### src/rtl/add_pipe.sv
// add_pipe: pipelined two-operand adder/subtractor.
//
// Operands are split into STAGES chunks of CW = WIDTH/STAGES bits. Each
// pipeline stage resolves one chunk with a ripple-carry add, so a result
// leaves every clock at full throughput. One global advance signal moves the
// whole pipe at once, with valid/ready flow control at both ends.
//
// Ports:
//   clk        rising-edge clock
//   rst        synchronous, active-high reset
//   in_valid   operand beat present
//   in_ready   block accepts a beat this cycle
//   a, b       operands (WIDTH bits)
//   cin        carry-in, used only when op = 0
//   op         0 = a+b+cin, 1 = a-b (computed as a+~b+1)
//   out_valid  result present
//   out_ready  consumer accepts the result
//   sum        result bits [WIDTH-1:0]
//   cout       carry out of the MSB (subtract: 1 = no borrow)
//   ovf        two's-complement overflow
module add_pipe #(
   parameter int WIDTH  = 16,
   parameter int STAGES = 4
) (
   input  logic             clk,
   input  logic             rst,
   input  logic             in_valid,
   output logic             in_ready,
   input  logic [WIDTH-1:0] a,
   input  logic [WIDTH-1:0] b,
   input  logic             cin,
   input  logic             op,
   output logic             out_valid,
   input  logic             out_ready,
   output logic [WIDTH-1:0] sum,
   output logic             cout,
   output logic             ovf
);

   localparam int CW   = WIDTH / STAGES;
   localparam int LAST = STAGES - 1;
   // Operand carry registers exist only between stages; the last stage
   // consumes its operands combinationally.
   localparam int OPS  = (STAGES > 1) ? STAGES - 1 : 1;

   // Per-stage registered state
   logic [STAGES-1:0]            vld_pipe;
   logic [STAGES-1:0][WIDTH-1:0] s_r;      // accumulated low sum bits
   logic [STAGES-1:0]            c_r;      // carry out of the chunk just resolved
   logic [OPS-1:0][WIDTH-1:0]    a_r;      // operand a carried down
   logic [OPS-1:0][WIDTH-1:0]    b_r;      // effective operand b carried down
   logic                         ovf_r;

   // Per-stage inputs (from predecessor) and next values
   logic [STAGES-1:0][WIDTH-1:0] pa, pb, ps, ns;
   logic [STAGES-1:0]            pc, pv, nc;
   logic [CW:0]                  chunk;
   logic                         nxt_ovf;
   logic                         adv;

   assign adv       = !vld_pipe[LAST] || out_ready;
   assign in_ready  = adv && !rst;
   assign out_valid = vld_pipe[LAST];
   assign sum       = s_r[LAST];
   assign cout      = c_r[LAST];
   assign ovf       = ovf_r;

   always_comb begin
      pa      = '0;
      pb      = '0;
      ps      = '0;
      pc      = '0;
      pv      = '0;
      ns      = '0;
      nc      = '0;
      chunk   = '0;
      nxt_ovf = 1'b0;

      // Stage 0 sees the raw operands; subtract folds into ~b with carry-in 1.
      pa[0] = a;
      pb[0] = op ? ~b : b;
      pc[0] = op | cin;
      pv[0] = in_valid && in_ready;

      for (int s = 1; s < STAGES; s++) begin
         pa[s] = a_r[s-1];
         pb[s] = b_r[s-1];
         ps[s] = s_r[s-1];
         pc[s] = c_r[s-1];
         pv[s] = vld_pipe[s-1];
      end

      for (int s = 0; s < STAGES; s++) begin
         chunk = {1'b0, pa[s][s*CW +: CW]} + {1'b0, pb[s][s*CW +: CW]}
               + {{CW{1'b0}}, pc[s]};
         ns[s] = ps[s];
         ns[s][s*CW +: CW] = chunk[CW-1:0];
         nc[s] = chunk[CW];
      end

      // Same-sign operands producing a different-sign result.
      nxt_ovf = (pa[LAST][WIDTH-1] == pb[LAST][WIDTH-1]) &&
                (ns[LAST][WIDTH-1] != pa[LAST][WIDTH-1]);
   end

   always_ff @(posedge clk) begin
      if (rst) begin
         vld_pipe <= '0;
         s_r      <= '0;
         c_r      <= '0;
         a_r      <= '0;
         b_r      <= '0;
         ovf_r    <= 1'b0;
      end else if (adv) begin
         vld_pipe <= pv;
         // Data only loads behind a valid beat, so bubbles never disturb
         // the held result on the outputs.
         for (int s = 0; s < STAGES; s++) begin
            if (pv[s]) begin
               s_r[s] <= ns[s];
               c_r[s] <= nc[s];
            end
         end
         for (int s = 0; s < STAGES - 1; s++) begin
            if (pv[s]) begin
               a_r[s] <= pa[s];
               b_r[s] <= pb[s];
            end
         end
         if (pv[LAST]) ovf_r <= nxt_ovf;
      end
   end

endmodule
### config.mk
export PLATFORM = sky130hd
export DESIGN_NAME = add_pipe
export DESIGN_NICKNAME = d
export VERILOG_FILES = /design/src/rtl/add_pipe.sv
export SDC_FILE = /design/constraint.sdc
export NUM_CORES = 1
export LEC_CHECK = 0
export CAP_MARGIN = 20
export CORE_MARGIN = 2
export CORE_UTILIZATION = 50
export DETAILED_ROUTE_END_ITERATION = 10
export PLACE_DENSITY = 0.76
export SLEW_MARGIN = 20
export SYNTH_ARGS = -nofsm -noshare
export SYNTH_HDL_FRONTEND = slang
export SYNTH_SLANG_ARGS = --single-unit
export TNS_END_PERCENT = 50
### constraint.sdc
create_clock -name clk -period 2.58 [get_ports clk]
set_input_delay 0.645 -clock clk [delete_from_list [all_inputs] [get_ports clk]]
set_output_delay 0.645 -clock clk [all_outputs]
set_load 0.05 [all_outputs]
Word level (Yosys, flattened, before mapping)

Index checks and enable logic that the tools add are counted.

Bits in registers: 145
Input bits: 38
Logic and storage cells: 39

Add/subtract/negate cells: 8
Eq/ne operators: 2
Muxes and demuxes: 1
Bitwise operators: 2
Reduce and logical (&&, ||, !) cells: 10

Operator list:

| kind                                   | number |
|---|---|
| 4-bit by 4-bit adder with 5-bit output | 4 |
| 5-bit by 1-bit adder with 5-bit output | 4 |
| 16-bit 2-to-1 mux                      | 1 |
| 16-bit NOT                             | 1 |
| 2-bit AND reduction                    | 4 |
| 1-bit logical AND                      | 3 |
| 1-bit logical NOT                      | 2 |
| 1-bit equality test                    | 1 |
| 1-bit logical OR                       | 1 |
| 1-bit != test                          | 1 |
| 1-bit OR                               | 1 |

Longest topological paths before layout

Gate-level depths: netlist (run 1).

Word-level depth: 5
Depth in mapped cells: 8

Worst setup path after synthesis (run 1)

OpenSTA, ideal clock, no wires.

Path kind: in2reg
From: in op
To: reg c_r[0]
Library setup time: 0.121 ns
Arrival time: 2.446 ns
Data required time: 2.459 ns
Setup slack: 0.013 ns
Stages: 8
Path buffers: 2
Path through: buf_2 > buf_4 > or2_2 > fa_1 > fa_1 > a21o_1 > a21oi_1 > mux2i_1

Word-level cells in the longest chain between the ends: 3
Elaborated cells between the ends (all ways): 4
Those cells by class: add/sub: 2; mux: 1; bitwise: 1

Ends and longest elaborated chain:

| element                                  | RTL line | text |
|---|---|---|
| start, declared                          | 32       | `input logic op,` |
| 16-bit 2-to-1 mux                        | 81       | `pb[0] = op ? ~b : b;` |
| 4-bit by 4-bit adder with 5-bit output   | 94       | `chunk = {1'b0, pa[s][s*CW +: CW]} + {1'b0, pb[s][s*CW +: CW]}` |
| 5-bit by 1-bit adder with 5-bit output * | 95       | `+ {{CW{1'b0}}, pc[s]};` |
| end signal, assigned by index            | 121      | `c_r[s] <= nc[s];` |
| end, declared                            | 49       | `logic [STAGES-1:0] c_r;` |

Every way passes the cells marked *; elsewhere a longest branch is shown, timed or not.
A chain may end at the register's enable or synchronous reset.

Worst setup path after layout (run 1)

Ends and elaborated chain as after synthesis.

==> results.sh, run 1 <==
export IMPL_row_count=34
export IMPL_clockRootBuffer="clkbuf_8"
export IMPL_antenna_found_initial=0
export IMPL_whs_ns=0.468
export IMPL_grt_first_pass_wirelength_microns=15500
export IMPL_min_period_over_period_pct=95.0
export IMPL_ctsHtreeMaxLevel=3
export IMPL_syn_area_per_cell_sq_um=9.28
export IMPL_slew_viol_final=0
export IMPL_grt_util_all_layers_pct=19.3
export IMPL_synth_area_sq_um=4440
export IMPL_dieArea_sq_um=9660
export IMPL_cts_resized_gates=0
export IMPL_path_clk_slew_ns=0.10
export IMPL_maxCapViolCount=0
export IMPL_clkLatencyLatePin_ns=0.37
export IMPL_clock_path_buffers=2
export IMPL_nFillCells=790
export IMPL_ys_flop_type="dfxtp_1"
export IMPL_synth_top_area_share_pct=43.7
export IMPL_fmax_mhz=408
export IMPL_layout_nets=578
export IMPL_dieWidth_microns=98.3
export IMPL_viasPerCell=5.60
export IMPL_crit_top_cell="fa_1"
export IMPL_synth_edf_count=0
export IMPL_setup_tns_ns=0
export IMPL_place_area_sq_um=5060
export IMPL_finalHoldViolations=0
export IMPL_critPathRequiredTime_ns=2.83
export IMPL_syn_inst=479
export IMPL_firstDrtPassIters=5
export IMPL_syn_num_nets=537
export IMPL_ys_ff_latch=97
export IMPL_rsz0062_at_grt="false"
export IMPL_die_h_microns=98.3
export IMPL_ir_drop_mv=0.282
export IMPL_period_needed_ns=2.45
export IMPL_cp_start_kind="primary input"
export IMPL_core_sq_um=8680
export IMPL_drt_iter0_markers=255
export IMPL_vias=3546
export IMPL_power_density_nw_per_um2=568
export IMPL_synth_warnings=0
export IMPL_critPathTopFamily="adder cells"
export IMPL_crit_arrival_ns=2.70
export IMPL_path_cells="clkdlybuf4s50_1, or2_2, fa_1, fa_1, a21o_1, a21oi_1, mux2i_1"
export IMPL_route_detailed_drc=0
export IMPL_drtAntennaViolNets=0
export IMPL_end_kind="register"
export IMPL_io_pins=58
export IMPL_wirelength_microns=9030
export IMPL_cts_hold_repair_buffers=0
export IMPL_synth_largest_area_cell="dfxtp_1"
export IMPL_initial_core_util_pct=51.2
export IMPL_cts_sinks=97
export IMPL_skew_ns=0.0134
export IMPL_r2r_slack_ns=0.54
export IMPL_ys_seq_area_share_pct=43.7
export IMPL_relSlewSlack_pct=55.9
export IMPL_setup_violations=0
export IMPL_drive_above_1_share_pct=10.1
export IMPL_wl_per_cell_microns=14.3
export IMPL_total_power_uw=2990
export IMPL_leakagePower_uw=0.00190
export IMPL_area_growth_pct=18.6
export IMPL_crit_path_max_incr_delay_ns=0.47
export IMPL_status="complete, no violations"
export IMPL_grt_ovfl_total=0
export IMPL_hold_class="reg -> reg"
export IMPL_worst_slew_pin_slew_ns=0.660
export IMPL_cts_tree="yes"
export IMPL_place_congestion=0.764
export IMPL_crit_type="in -> reg"
export IMPL_hpwl_microns=6090
export IMPL_cp_max_fo=4
export IMPL_cts_buffers=9
export IMPL_grt_pass1_vias=3354
export IMPL_synth_area_top_cells="dfxtp_1 44%, a21oi_1 7.7%, nand3_1 6.4%, o21ai_0 6.3%, fa_1 3.6%"
export IMPL_antenna_cells=0
export IMPL_grt_max_degree=65
export IMPL_portBuffers=57
export IMPL_cp_num_buf_inv=1
export IMPL_async_reset_ff_share_pct=0
export IMPL_post_cts_setup_buffers=0
export IMPL_slowest_stage="clkdlybuf4s50_1"
export IMPL_fin_area_sq_um=5270
export IMPL_synth_cell_type_count=42
-- where the power goes --
group | internal, uW | total (uW) | leakage [uW] | switching, uW
Combinational | 193 | 373 | 0.00101 | 180
Clock | 478 | 1010 | 0.000107 | 531
Sequential | 1570 | 1610 | 0.000791 | 41.5
-- per-stage QoR --
stage               util [%]  cells  setup WS, ns
finish                  60.7    633         0.128
global route            60.7    633        0.0505
CTS                     60.7    633         0.126
detailed placement      58.3    617        -0.267
global placement        58.3    617        -0.166
floorplan                  -    479        0.0135
-- cells in the mapped netlist, types with 6 or more instances --
cell / count
a21oi_1: 68
inv_1: 7
buf_2: 21
mux2_2: 14
buf_4: 6
xnor2_1: 16
clkbuf_1: 12
mux2i_1: 14
o21ai_0: 56
nand3_1: 57
nand2b_1: 18
nor2b_1: 16
ha_1: 12
fa_1: 8
nand2_1: 7
dfxtp_1: 97
-- layout by cell type (no fill, tap or decap), types with 2 or more instances in the layout --
master | synthesis | final
a211oi_1 | 5 | 5
o21ai_0 | 56 | 56
xor2_1 | 4 | 4
a21o_1 | 5 | 5
mux2i_1 | 14 | 14
o2111ai_1 | 2 | 2
or2_2 | 2 | 2
fa_1 | 8 | 8
nor3_1 | 3 | 3
ha_1 | 12 | 12
nor2b_1 | 16 | 16
nand2b_1 | 18 | 17
nand3_1 | 57 | 57
a21oi_1 | 68 | 68
buf_12 | 0 | 2
dfxtp_1 | 97 | 97
inv_1 | 7 | 7
clkinv_2 | 0 | 2
clkdlybuf4s50_1 | 0 | 55
nand2_1 | 7 | 7
a2111oi_0 | 2 | 2
and3_1 | 2 | 2
o221ai_1 | 3 | 3
nor2_1 | 4 | 4
clkinv_4 | 0 | 2
mux2_2 | 14 | 14
clkbuf_8 | 0 | 10
nand4b_1 | 2 | 2
xnor2_1 | 16 | 16
buf_4 | 6 | 15
-- layer usage --
layer / up-vias / wire length (microns) / GRT usage [%]
met4: 0 / 112 / 7.17
li1: 1767 / - / -
met2: 97 / 4290 / 31.0
met3: 11 / 450 / 3.36
met5: - / 0 / 0
met1: 1671 / 4180 / 26.2
-- cell type report --
cell class	instances	area [sq um]	share of cell area, %
repair buffers	73	708	13.4
clock inverters	6	66.3	1.26
inverters	7	26.3	0.499
well taps	108	135	2.57
multi-input cells	332	2250	42.8
clock buffers	10	138	2.61
flip-flops and latches	97	1940	36.9
-- path summary, 6_finish.rpt --
path                              start      end  depth (start not counted)
worst max-delay path                 op   c_r[0]                          7
worst min-delay path            a_r[30]  a_r[46]                          2
worst max register to register   c_r[0]   c_r[1]                          5
worst min register to register  a_r[30]  a_r[46]                          2
-- worst min-delay path: cells and delay by family, from the launching register on --
kind | cells | cell delay (ns)
AND/OR/NAND/NOR | 1 | 0.06
AO/OA/AOI/OAI | 1 | 0.05
flip-flops | 1 | 0.32
-- cell families after synthesis --
family	share of synthesized area (%)
AO/OA/AOI/OAI	17.9
XOR/XNOR	3.94
adder cells (fa/ha/maj)	6.98
buffers and inverters	5.80
flip-flops	43.7
multiplexers	6.70
AND/OR/NAND/NOR	15.0
-- flip-flops by register name, indices dropped and copies added, names as in the netlist --
name and cells:
ns 24, vld_pipe 4, ovf 1, b_r 24
sum 16, a_r 24, c_r 4
Power figures use the tool's default switching activity.
==> inputs of run 2 (changes only) <==
Settings changed: GPL_ROUTABILITY_DRIVEN set to 0.
==> results of run 2 <==
No change in the layout: final DEF, timing and power equal those of run 1.
==> inputs of run 3 (changes only) <==
Settings changed: CORE_MARGIN 2 to not set.
==> run 3 against run 2 <==
Against the previous run:
- combinational power about the same
- clock-buffer cell count increased by 2
- routed wire length decreased by 0.42%
- setup slack improved by 0.0066 ns
- non-clock buffer count unchanged
- highest routed layer unchanged
==> results.sh, run 3 (synthesized netlist as in run 1, its figures left out) <==
export IMPL_antenna_cells=0
export IMPL_r2r_slack_ns=0.43
export IMPL_fmax_mhz=409
export IMPL_ir_drop_mv=0.261
export IMPL_maxCapViolCount=0
export IMPL_post_cts_setup_buffers=0
export IMPL_grt_util_all_layers_pct=20.7
export IMPL_crit_type="in -> reg"
export IMPL_wirelength_microns=8990
export IMPL_crit_path_max_incr_delay_ns=0.47
export IMPL_end_kind="register"
export IMPL_cts_buffers=9
export IMPL_min_period_over_period_pct=94.8
export IMPL_dieWidth_microns=96.3
export IMPL_setup_violations=0
export IMPL_cts_tree="yes"
export IMPL_drtAntennaViolNets=0
export IMPL_rsz0062_at_grt="false"
export IMPL_finalHoldViolations=0
export IMPL_fin_area_sq_um=5270
export IMPL_clock_path_buffers=2
export IMPL_drt_iter0_markers=175
export IMPL_crit_arrival_ns=2.69
export IMPL_cp_start_kind="primary input"
export IMPL_grt_max_degree=84
export IMPL_cts_resized_gates=0
export IMPL_comb_power_share_pct=12.9
export IMPL_route_detailed_drc=0
export IMPL_relSlewSlack_pct=56.9
export IMPL_cts_sinks=97
export IMPL_firstDrtPassIters=4
export IMPL_wl_met1_microns=4220
export IMPL_cp_num_buf_inv=1
export IMPL_hp_start="a_r[30]"
export IMPL_layout_nets=578
export IMPL_path_clk_slew_ns=0.09
export IMPL_initial_core_util_pct=51.2
export IMPL_topRoutingLayerUsed="met4"
export IMPL_p_seq_share_pct=55.4
export IMPL_slew_viol_final=0
export IMPL_hold_class="reg -> reg"
export IMPL_mostFrequentLayoutCells="97 x dfxtp_1, 68 x a21oi_1, 57 x nand3_1, 56 x o21ai_0, 55 x clkdlybuf4s50_1"
export IMPL_grt_ovfl_total=0
export IMPL_reg2reg_from="c_r[0]"
export IMPL_holdPathStages=2
export IMPL_cp_max_fo=4
export IMPL_dr_wl_met3_microns=396
export IMPL_viasPerCell=5.55
export IMPL_power_density_nw_per_um2=551
export IMPL_clockRootBuffer="clkbuf_8"
export IMPL_grt_first_pass_wirelength_microns=14900
export IMPL_antenna_found_initial=0
export IMPL_crit_top_cell="fa_1"
export IMPL_sw_frac_of_total_pct=25.5
export IMPL_area_growth_pct=18.6
export IMPL_vias=3516
export IMPL_internal_power_uw=2160
export IMPL_p_clk_share_pct=31.7
export IMPL_portBuffers=57
export IMPL_skew_ns=0.00915
export IMPL_period_needed_ns=2.45
export IMPL_switching_power_uw=739
export IMPL_met2_length_microns=4290
export IMPL_row_count=34
export IMPL_clkLatencyLatePin_ns=0.36
export IMPL_grt_pass1_vias=3239
export IMPL_leakagePower_uw=0.00189
export IMPL_io_pins=58
export IMPL_status="complete, no violations"
export IMPL_worst_slew_pin_slew_ns=0.645
export IMPL_dieArea_sq_um=9270
export IMPL_critPathTopFamily="adder cells"
export IMPL_critPathRequiredTime_ns=2.82
export IMPL_wl_per_cell_microns=14.2
export IMPL_path_cells="clkdlybuf4s50_1, or2_2, fa_1, fa_1, a21o_1, a21oi_1, mux2i_1"
export IMPL_whs_endpoint="a_r[46]"
export IMPL_cp_depth=7
export IMPL_slowest_stage="clkdlybuf4s50_1"
export IMPL_ctsHtreeMaxLevel=3
export IMPL_final_common_cell="dfxtp_1"
export IMPL_timing_rr_end="c_r[1]"
export IMPL_die_h_microns=96.3
export IMPL_drive_above_1_share_pct=9.90
export IMPL_core_sq_um=8680
export IMPL_rr_worst_depth=5
export IMPL_place_area_sq_um=5090
export IMPL_cts_hold_repair_buffers=0
export IMPL_hpwl_microns=6260
export IMPL_postLayoutCoreUtil_pct=60.7
-- run 3: cell types whose count changed in the layout (fill, tap and decap cells not counted), sizes merged --
cell      change
clkinvlp      +3
clkinv        -3
bufinv        -1
clkbuf        +2
inv           -1
-- run 3: layout make-up --
| class | count | area, sq um |
|---|---|---|
| Sequential cell | 97 | 1940 |
| Tap cell | 108 | 135 |
| Timing Repair Buffer | 73 | 733 |
| Clock buffer | 12 | 155 |
| Multi-Input combinational cell | 332 | 2250 |
| Clock inverter | 4 | 27.5 |
| Inverter | 7 | 26.3 |
| Fill cell | 769 | 3410 |
-- run 3: metal layers --
metal,global-route usage [%],up-vias
met5,0,-
met4,8.21,0
met3,2.84,7
met2,33.7,83
met1,27.6,1654
li1,-,1772
-- run 3: worst max path at each step --
stage / startpoint / endpoint / slack [ns]
2_1_floorplan: op / c_r[0] / 0.01
3_3_place_gp: op / c_r[0] / -0.16
3_5_place_dp: op / c_r[0] / -0.24
4_1_cts: op / c_r[0] / 0.15
5_1_grt: op / c_r[0] / 0.08
6_report: op / c_r[0] / 0.13
-- run 3: power groups by stage --
stage	Combinational [uW]	Sequential, uW	Clock (uW)
finish	375	1610	920
global route	413	1610	1000
CTS	377	1610	938
detailed placement	376	1640	0
global placement	361	1640	0
floorplan	240	1640	0
-- run 3: metrics by stage --
stage          hold WS, ns  cells  TNS (ns)  total power [uW]  setup slack (ns)
4_1_cts              0.470    633         0              2920             0.150
3_5_place_dp         0.466    617    -0.716              2020            -0.244
3_3_place_gp         0.458    617    -0.484              2000            -0.163
5_1_grt              0.492    633         0              3030            0.0802
2_1_floorplan        0.439    479         0              1880            0.0135
6_report             0.475    633         0              2900             0.135
-- run 3: worst register-to-register path, stage by stage, from the launching register on --
cell,delay (ns)
dfxtp_1,0.34
fa_1,0.47
fa_1,0.42
a21o_1,0.20
a2111oi_0,0.50
nor3_1,0.11
